## config.mk

```make
export PLATFORM = sky130hd
export DESIGN_NAME = program_loader
export DESIGN_NICKNAME = d
export VERILOG_FILES = /design/src/rtl/program_loader.sv
export SDC_FILE = /design/constraint.sdc
export NUM_CORES = 1
export LEC_CHECK = 0
export CELL_PAD_IN_SITES_DETAIL_PLACEMENT = 2
export CELL_PAD_IN_SITES_GLOBAL_PLACEMENT = 2
export CORE_AREA = 2 2 89 91
export CTS_BUF_LIST = sky130_fd_sc_hd__clkbuf_4 sky130_fd_sc_hd__clkbuf_8 sky130_fd_sc_hd__clkbuf_16
export CTS_CLUSTER_DIAMETER = 150
export DETAILED_ROUTE_END_ITERATION = 6
export DIE_AREA = 0 0 91 93
export GPL_ROUTABILITY_DRIVEN = 0
export PLACE_DENSITY_LB_ADDON = 0.1
export SETUP_SLACK_MARGIN = 0.3
export SLEW_MARGIN = 25
export SYNTH_ARGS = -nofsm -noshare
export SYNTH_HDL_FRONTEND = slang
export SYNTH_SLANG_ARGS = --single-unit
```

## constraint.sdc

```tcl
create_clock -name clk -period 1.85 [get_ports clk]
set_input_delay 0.185 -clock clk [delete_from_list [all_inputs] [get_ports clk]]
set_output_delay 0.185 -clock clk [all_outputs]
set_load 0.01 [all_outputs]
```

## src/rtl/program_loader.sv

```systemverilog
// program_loader
//   Feeds the CPU's byte-wide program memory from a framed pin-level byte stream.
//   Frame: LEN byte (N), N payload bytes written to addresses 0..N-1, then a CHK
//   byte that must equal the XOR of the payload. The CPU is held in reset for the
//   whole load and is released only once a frame has checked good.
//
//   State table
//   state | meaning
//   IDLE  | after reset, waiting for start
//   LEN   | waiting for the length byte
//   DATA  | streaming payload bytes into program memory
//   CHK   | waiting for the checksum byte
//   RUN   | frame good, CPU released
//   ERROR | bad length or bad checksum, CPU held
//
// Ports
//   clk         system clock, rising edge
//   rst         asynchronous active-low reset
//   start       one-cycle load request (honoured in IDLE, RUN, ERROR)
//   in_valid    stream byte valid
//   in_data     stream byte
//   in_ready    loader accepts a byte this cycle (LEN, DATA, CHK)
//   pm_wr_en    program memory write enable, one cycle per payload byte
//   pm_addr     program memory write address
//   pm_wr_data  program memory write data
//   cpu_rst     active-high CPU reset hold, low only in RUN
//   load_done   high while in RUN
//   load_err    high while in ERROR

module program_loader #(
    parameter int ADD_WIDTH  = 7,
    parameter int DATA_WIDTH = 8
) (
    input  logic                  clk,
    input  logic                  rst,
    input  logic                  start,
    input  logic                  in_valid,
    input  logic [DATA_WIDTH-1:0] in_data,
    output logic                  in_ready,
    output logic                  pm_wr_en,
    output logic [ADD_WIDTH-1:0]  pm_addr,
    output logic [DATA_WIDTH-1:0] pm_wr_data,
    output logic                  cpu_rst,
    output logic                  load_done,
    output logic                  load_err
);

    // One extra counter bit so a full-depth frame (N = 2**ADD_WIDTH) is
    // reachable without the counter wrapping.
    localparam int         CNT_W   = ADD_WIDTH + 1;
    localparam logic [8:0] MAX_LEN = 9'(1 << ADD_WIDTH);

    typedef enum logic [2:0] {
        IDLE  = 3'd0,
        LEN   = 3'd1,
        DATA  = 3'd2,
        CHK   = 3'd3,
        RUN   = 3'd4,
        ERROR = 3'd5
    } state_t;

    state_t                state, state_nxt;
    logic [CNT_W-1:0]      len_q;
    logic [CNT_W-1:0]      cnt_q;
    logic [CNT_W-1:0]      cnt_inc;
    logic [DATA_WIDTH-1:0] chk_q;
    logic [8:0]            len_ext;
    logic                  len_ok;
    logic                  last_byte;
    logic                  xfer;

    // The length is judged at 9 bits so the upper bound holds for every
    // legal ADD_WIDTH, including 8 where no byte value exceeds the depth.
    assign len_ext   = 9'(in_data);
    assign len_ok    = (in_data != '0) && (len_ext <= MAX_LEN);
    assign cnt_inc   = cnt_q + CNT_W'(1);
    assign last_byte = (cnt_inc == len_q);
    assign xfer      = in_valid & in_ready;

    always_ff @(posedge clk or negedge rst) begin
        if (!rst) begin
            state <= IDLE;
        end else begin
            state <= state_nxt;
        end
    end

    always_comb begin
        state_nxt = state;
        in_ready  = 1'b0;
        cpu_rst   = 1'b1;
        load_done = 1'b0;
        load_err  = 1'b0;
        case (state)
            IDLE: begin
                if (start) state_nxt = LEN;
            end
            LEN: begin
                in_ready = 1'b1;
                if (xfer) state_nxt = len_ok ? DATA : ERROR;
            end
            DATA: begin
                in_ready = 1'b1;
                if (xfer && last_byte) state_nxt = CHK;
            end
            CHK: begin
                in_ready = 1'b1;
                if (xfer) state_nxt = (in_data == chk_q) ? RUN : ERROR;
            end
            RUN: begin
                cpu_rst   = 1'b0;
                load_done = 1'b1;
                if (start) state_nxt = LEN;
            end
            ERROR: begin
                load_err = 1'b1;
                if (start) state_nxt = LEN;
            end
            default: begin
                state_nxt = IDLE;
            end
        endcase
    end

    // Payload datapath. The write strobe defaults low every cycle so each
    // accepted payload byte produces exactly one write pulse.
    always_ff @(posedge clk or negedge rst) begin
        if (!rst) begin
            len_q      <= '0;
            cnt_q      <= '0;
            chk_q      <= '0;
            pm_wr_en   <= 1'b0;
            pm_addr    <= '0;
            pm_wr_data <= '0;
        end else begin
            pm_wr_en <= 1'b0;
            if (state == LEN && xfer) begin
                len_q <= CNT_W'(in_data);
                cnt_q <= '0;
                chk_q <= '0;
            end
            if (state == DATA && xfer) begin
                pm_wr_en   <= 1'b1;
                pm_addr    <= cnt_q[ADD_WIDTH-1:0];
                pm_wr_data <= in_data;
                chk_q      <= chk_q ^ in_data;
                cnt_q      <= cnt_inc;
            end
        end
    end

endmodule

```

Word-level counts from Yosys, hierarchy flattened
Cells that the tools add are included.
W data, S select, Z words.
{ "classes": {"add_sub_neg": 1, "n_div": 0, "reduce_logical": 10, "mul": 0, "bitwise_logic": 2, "shift": 0, "n_eq_ne": 11, "n_lt_le_gt_ge": 1, "muxes": 15} }
{ "ops": {"columns": ["op", "count"], "rows": [
  ["$mux W8", 3],
  ["$eq A8 B8 Y1", 2],
  ["$mux W3", 5],
  ["$pmux W3 S4", 1],
  ["$add A8 B1 Y8 const B", 1],
  ["$le A8 B8 Y1 const B", 1],
  ["$reduce_bool A8 Y1", 1],
  ["$xor A8 B8 Y8", 1],
  ["$eq A3 B2 Y1 const B", 2],
  ["$eq A3 B3 Y1 const B", 2],
  ["$mux W1", 6],
  ["$ne A2 B2 Y1 const B", 3],
  ["$reduce_or A3 Y1", 2],
  ["$logic_and A1 B1 Y1", 4],
  ["$reduce_and A4 Y1", 1],
  ["$eq A3 B1 Y1 const B", 1],
  ["$logic_not A3 Y1", 1],
  ["$ne A2 B1 Y1 const B", 1],
  ["$reduce_bool A2 Y1", 1],
  ["$and A1 B1 Y1", 1]
]} }
{ "word_totals": {"ram_bits": 0, "out_inout_bits": 20, "mem_count": 0, "reg_bits": 43, "romBits": 0, "in_bits": 12, "latch_bits": 0} }

Longest topological paths before layout
{ "logic_depth": {"ltp_word": 7, "depth_mapped": 7} }

Least setup slack after synthesis
OpenSTA, ideal clock, no wires.
{ "synth_path": {"path_kind": "register -> register", "from": "reg cnt_q[1]", "to": "reg state[0]", "setup_ns": 0.079, "required_ns": 1.771, "path_slack_ns": 0.207, "path_stages_with_launch": 7, "t_arrival_ns": 1.564, "path_cell_list": "dfrtp_1 -> ha_1 -> and3_1 -> nand3_1 -> a2111oi_0 -> o2111ai_1 -> a2bb2oi_1"} }
{ "synth_between": {"elab_chain_len": 5} }
{ "synth_lines": {"columns": ["item", "line", "source"], "rows": [
  ["start, declared", "64", "logic [CNT_W-1:0] cnt_q;"],
  ["start signal, assigned", "147", "cnt_q <= cnt_inc;"],
  ["$add A8 B1 Y8", "76", "assign cnt_inc = cnt_q + CNT_W'(1);"],
  ["$eq A8 B8 Y1", "77", "assign last_byte = (cnt_inc == len_q);"],
  ["$logic_and A1 B1 Y1", "104", "if (xfer && last_byte) state_nxt = CHK;"],
  ["$ne A2 B2 Y1 (no source line)", null, null],
  ["$reduce_and A4 Y1 (no source line)", null, null],
  ["end signal, assigned", "84", "state <= state_nxt;"],
  ["end, declared", "62", "state_t state, state_nxt;"]
]} }
Every way passes these cells.
A chain may end at the register's enable or synchronous reset.

Worst setup path in the final report
{ "layout_path": {"from": "reg cnt_q[0]", "to": "reg state[0]"} }
The elaborated chain is that of the path after synthesis.

==> flow_summary.ini <==
[critical_path]
slowest_delay_ps = 430
cp.depth = 7
startpoint_type = flip-flop
critPathMaxFanout = 5
crit_chain = buf_4, buf_4, xor2_1, nand4b_1, a2111oi_2, o2111ai_1, a2bb2oi_1
setup.worst_path.start = cnt_q[0]
ff2ff_path_depth = 7
critPathTopFamily = compound AO/OA/AOI/OAI gates
r2r_start = cnt_q[0]
endpoint_kind = flip-flop
arrival_ps = 2150
path_buf_inv = 2
reg2reg_setup_slack_ps = -60
slowest_stage = dfrtp_1
r2r_end = state[0]
crit_type = flip-flop to flip-flop
required_ps = 2090
endpoint = state[0]
cp_common_cell = buf_4

[die]
fp.dieH_um = 93
die_area_um2 = 8460
rows = 32
die_w_um = 91
core_um2 = 7530
io_pins = 32
start_util = 0.290

[timing]
relSlewSlack = 0.668
slew_viol_final = 0
clock_skew_ps = 7.46
tightest_slew_ps = 498
fin_crit_sh = 1.03
setup_viol = 1
fin_crit_ps = 1910
setup_slack_ps = -60.4
hold_violations = 0
timing.fmax_mhz = 523
rsz0062_at_grt = true

[detailed_routing]
drt_pass1_iterations = 4
wirelength_mm = 7.61
via_count = 2073
drc = 0
post_drt_wl_per_cell_um = 17.9
postRouteAntennaNets = 0
vias_per_cell = 4.89
drt_iter0_drc = 49

[global_route]
antenna_found_initial = 0
grt_pass1_wl_mm = 11.6
grt_pass1_vias = 2212
grt_max_degree = 39
overflow = 0
grt_use_total = 0.175

[synthesis]
avgSynthCellArea_um2 = 9.01
yosys.cell_types.count = 39
synth_edf_count = 0
async_flop_share = 1.00
ys_ff_latch = 43
synth_nets = 255
syn_area_um2 = 2180
yosysSeqAreaShare = 0.493
syn-instance-count = 242
synth_ff_type = dfrtp_1
synth_warnings = 0

[finish]
final_common_cell = nand2_1
syn_to_final_growth_pct = 51.6
antenna_cells = 0
final_nets = 334
nFillCells = 842
layout-drive-gt1-share = 0.326
finalCoreUtilization = 0.439
final_cell_mix = nand2_1, dfrtp_1, buf_4, clkdlybuf4s50_1, nor2_1

[cts]
clock_latency_ps = 320
h-tree-depth = 2
clkSinkCount = 43
clockBufferDepth = 2
cts-buffers-inserted = 5
clkSlewWorstSetupHoldPaths_ps = 90
clock-root-buffer = clkbuf_8
cts_tree = done

[min_path]
hp-class = primary input to flip-flop

[outcome]
violations = negative setup slack
status = finished with violations

[placed_design]
place_ws_ps = -257
io_buffers = 31
dp_hpwl_mm = 4.91

[pwr]
peakVddDrop_uv = 408
power_leakage_nw = 1.53
power.density_nw_per_um2 = 1300

[job]
max_cap_violations = 0
==> synth_stat cells, drive strengths merged (2+ instances only) <==
cell     instances  area (um^2)
o31ai            7         52.6
nand2           59          221
xor2             7         61.3
mux2             8         90.1
xnor2            6         52.6
o2111ai          4         35.0
buf              5         26.3
a21oi            4         20.0
nor2            18         67.6
nor3             3         20.0
nor2b            8         50.1
and3             2         12.5
nand2b           3         18.8
nand3            4         20.0
nor4             3         25.0
clkbuf           8         31.3
a22o             4         35.0
inv              7         26.3
o21ai           26          130
dfrtp           43         1080
==> area by class of cell <==
class	count	area [um^2]	share of cell area
clock buffer	5	68.8	0.0208
clock inverter	3	43.8	0.0132
inverter	7	26.3	0.00795
multi-input combinational	179	1180	0.358
timing repair buffer	85	781	0.236
tap	102	128	0.0386
sequential	43	1080	0.326
==> per-stage QoR <==
stage,setup TNS [ps],std cells,hold WS (ps),cell area [um^2],power (mW)
3_3_place_gp,-621,403,186,2880,3.05
3_5_place_dp,-958,403,185,2880,3.10
4_1_cts,0,420,127,3080,4.01
2_1_floorplan,0,242,-111,2180,2.32
6_report,-60.4,424,132,3310,4.31
5_1_grt,-162,424,157,3310,4.60
==> state kept, by name (all words and copies together) (netlist names) <==
register	cells
chk_q	8
pm_addr	7
pm_wr_data	8
pm_wr_en	1
cnt_q	8
len_q	8
state	3
==> how the worst min path moves through the flow <==
| stage | startpoint | endpoint | slack, ps | depth (start not counted) |
|---|---|---|---|---|
| 3_5_place_dp | rst | pm_addr[2] | 180 | 1 |
| 2_1_floorplan | rst | chk_q[0] | -110 | 0 |
| 6_report | in_data[4] | pm_wr_data[4] | 130 | 3 |
| 3_3_place_gp | rst | pm_addr[2] | 190 | 1 |
| 4_1_cts | in_data[4] | pm_wr_data[4] | 130 | 3 |
| 5_1_grt | in_data[4] | pm_wr_data[4] | 160 | 3 |
==> per-layer routing <==
layer  wire length, um  vias up  global-route usage
met5                 0        -                   0
met4               111        0              0.0467
met3               193        9              0.0322
met2              4070       31               0.305
met1              3240     1051               0.223
li1                  -      982                   -
==> power breakdown <==
group	switching, mW	total (mW)	internal, mW
Sequential	0.294	1.54	1.25
Combinational	0.930	2.00	1.07
Clock	0.371	0.774	0.403
==> cells by family after synthesis <==
family,Yosys count,synth area share
adder cells (fa/ha/maj),1,0.00574
flip-flops,43,0.493
AO/OA/AOI/OAI,49,0.141
multiplexers,8,0.0413
buffers and inverters,20,0.0384
AND/OR/NAND/NOR,108,0.228
XOR/XNOR,13,0.0522
==> worst register-to-register path: stages, from the launching register on <==
cell	delay, ps
dfrtp_1	430
buf_4	160
buf_4	150
xor2_1	180
nand4b_1	250
a2111oi_2	280
o2111ai_1	210
a2bb2oi_1	170
==> what timing repair did <==
action | 4_1_cts | 5_1_grt
setup endpoints to repair | 24 | 23
pin swaps | 8 | 14
hold buffers | 1 | 0
gates resized for setup | 33 | 63
endpoints found under the hold margin | 18 | 0
gates cloned | 0 | 1
buffers inserted | 8 | 3
No activity file was read; power rests on OpenSTA's default activity.
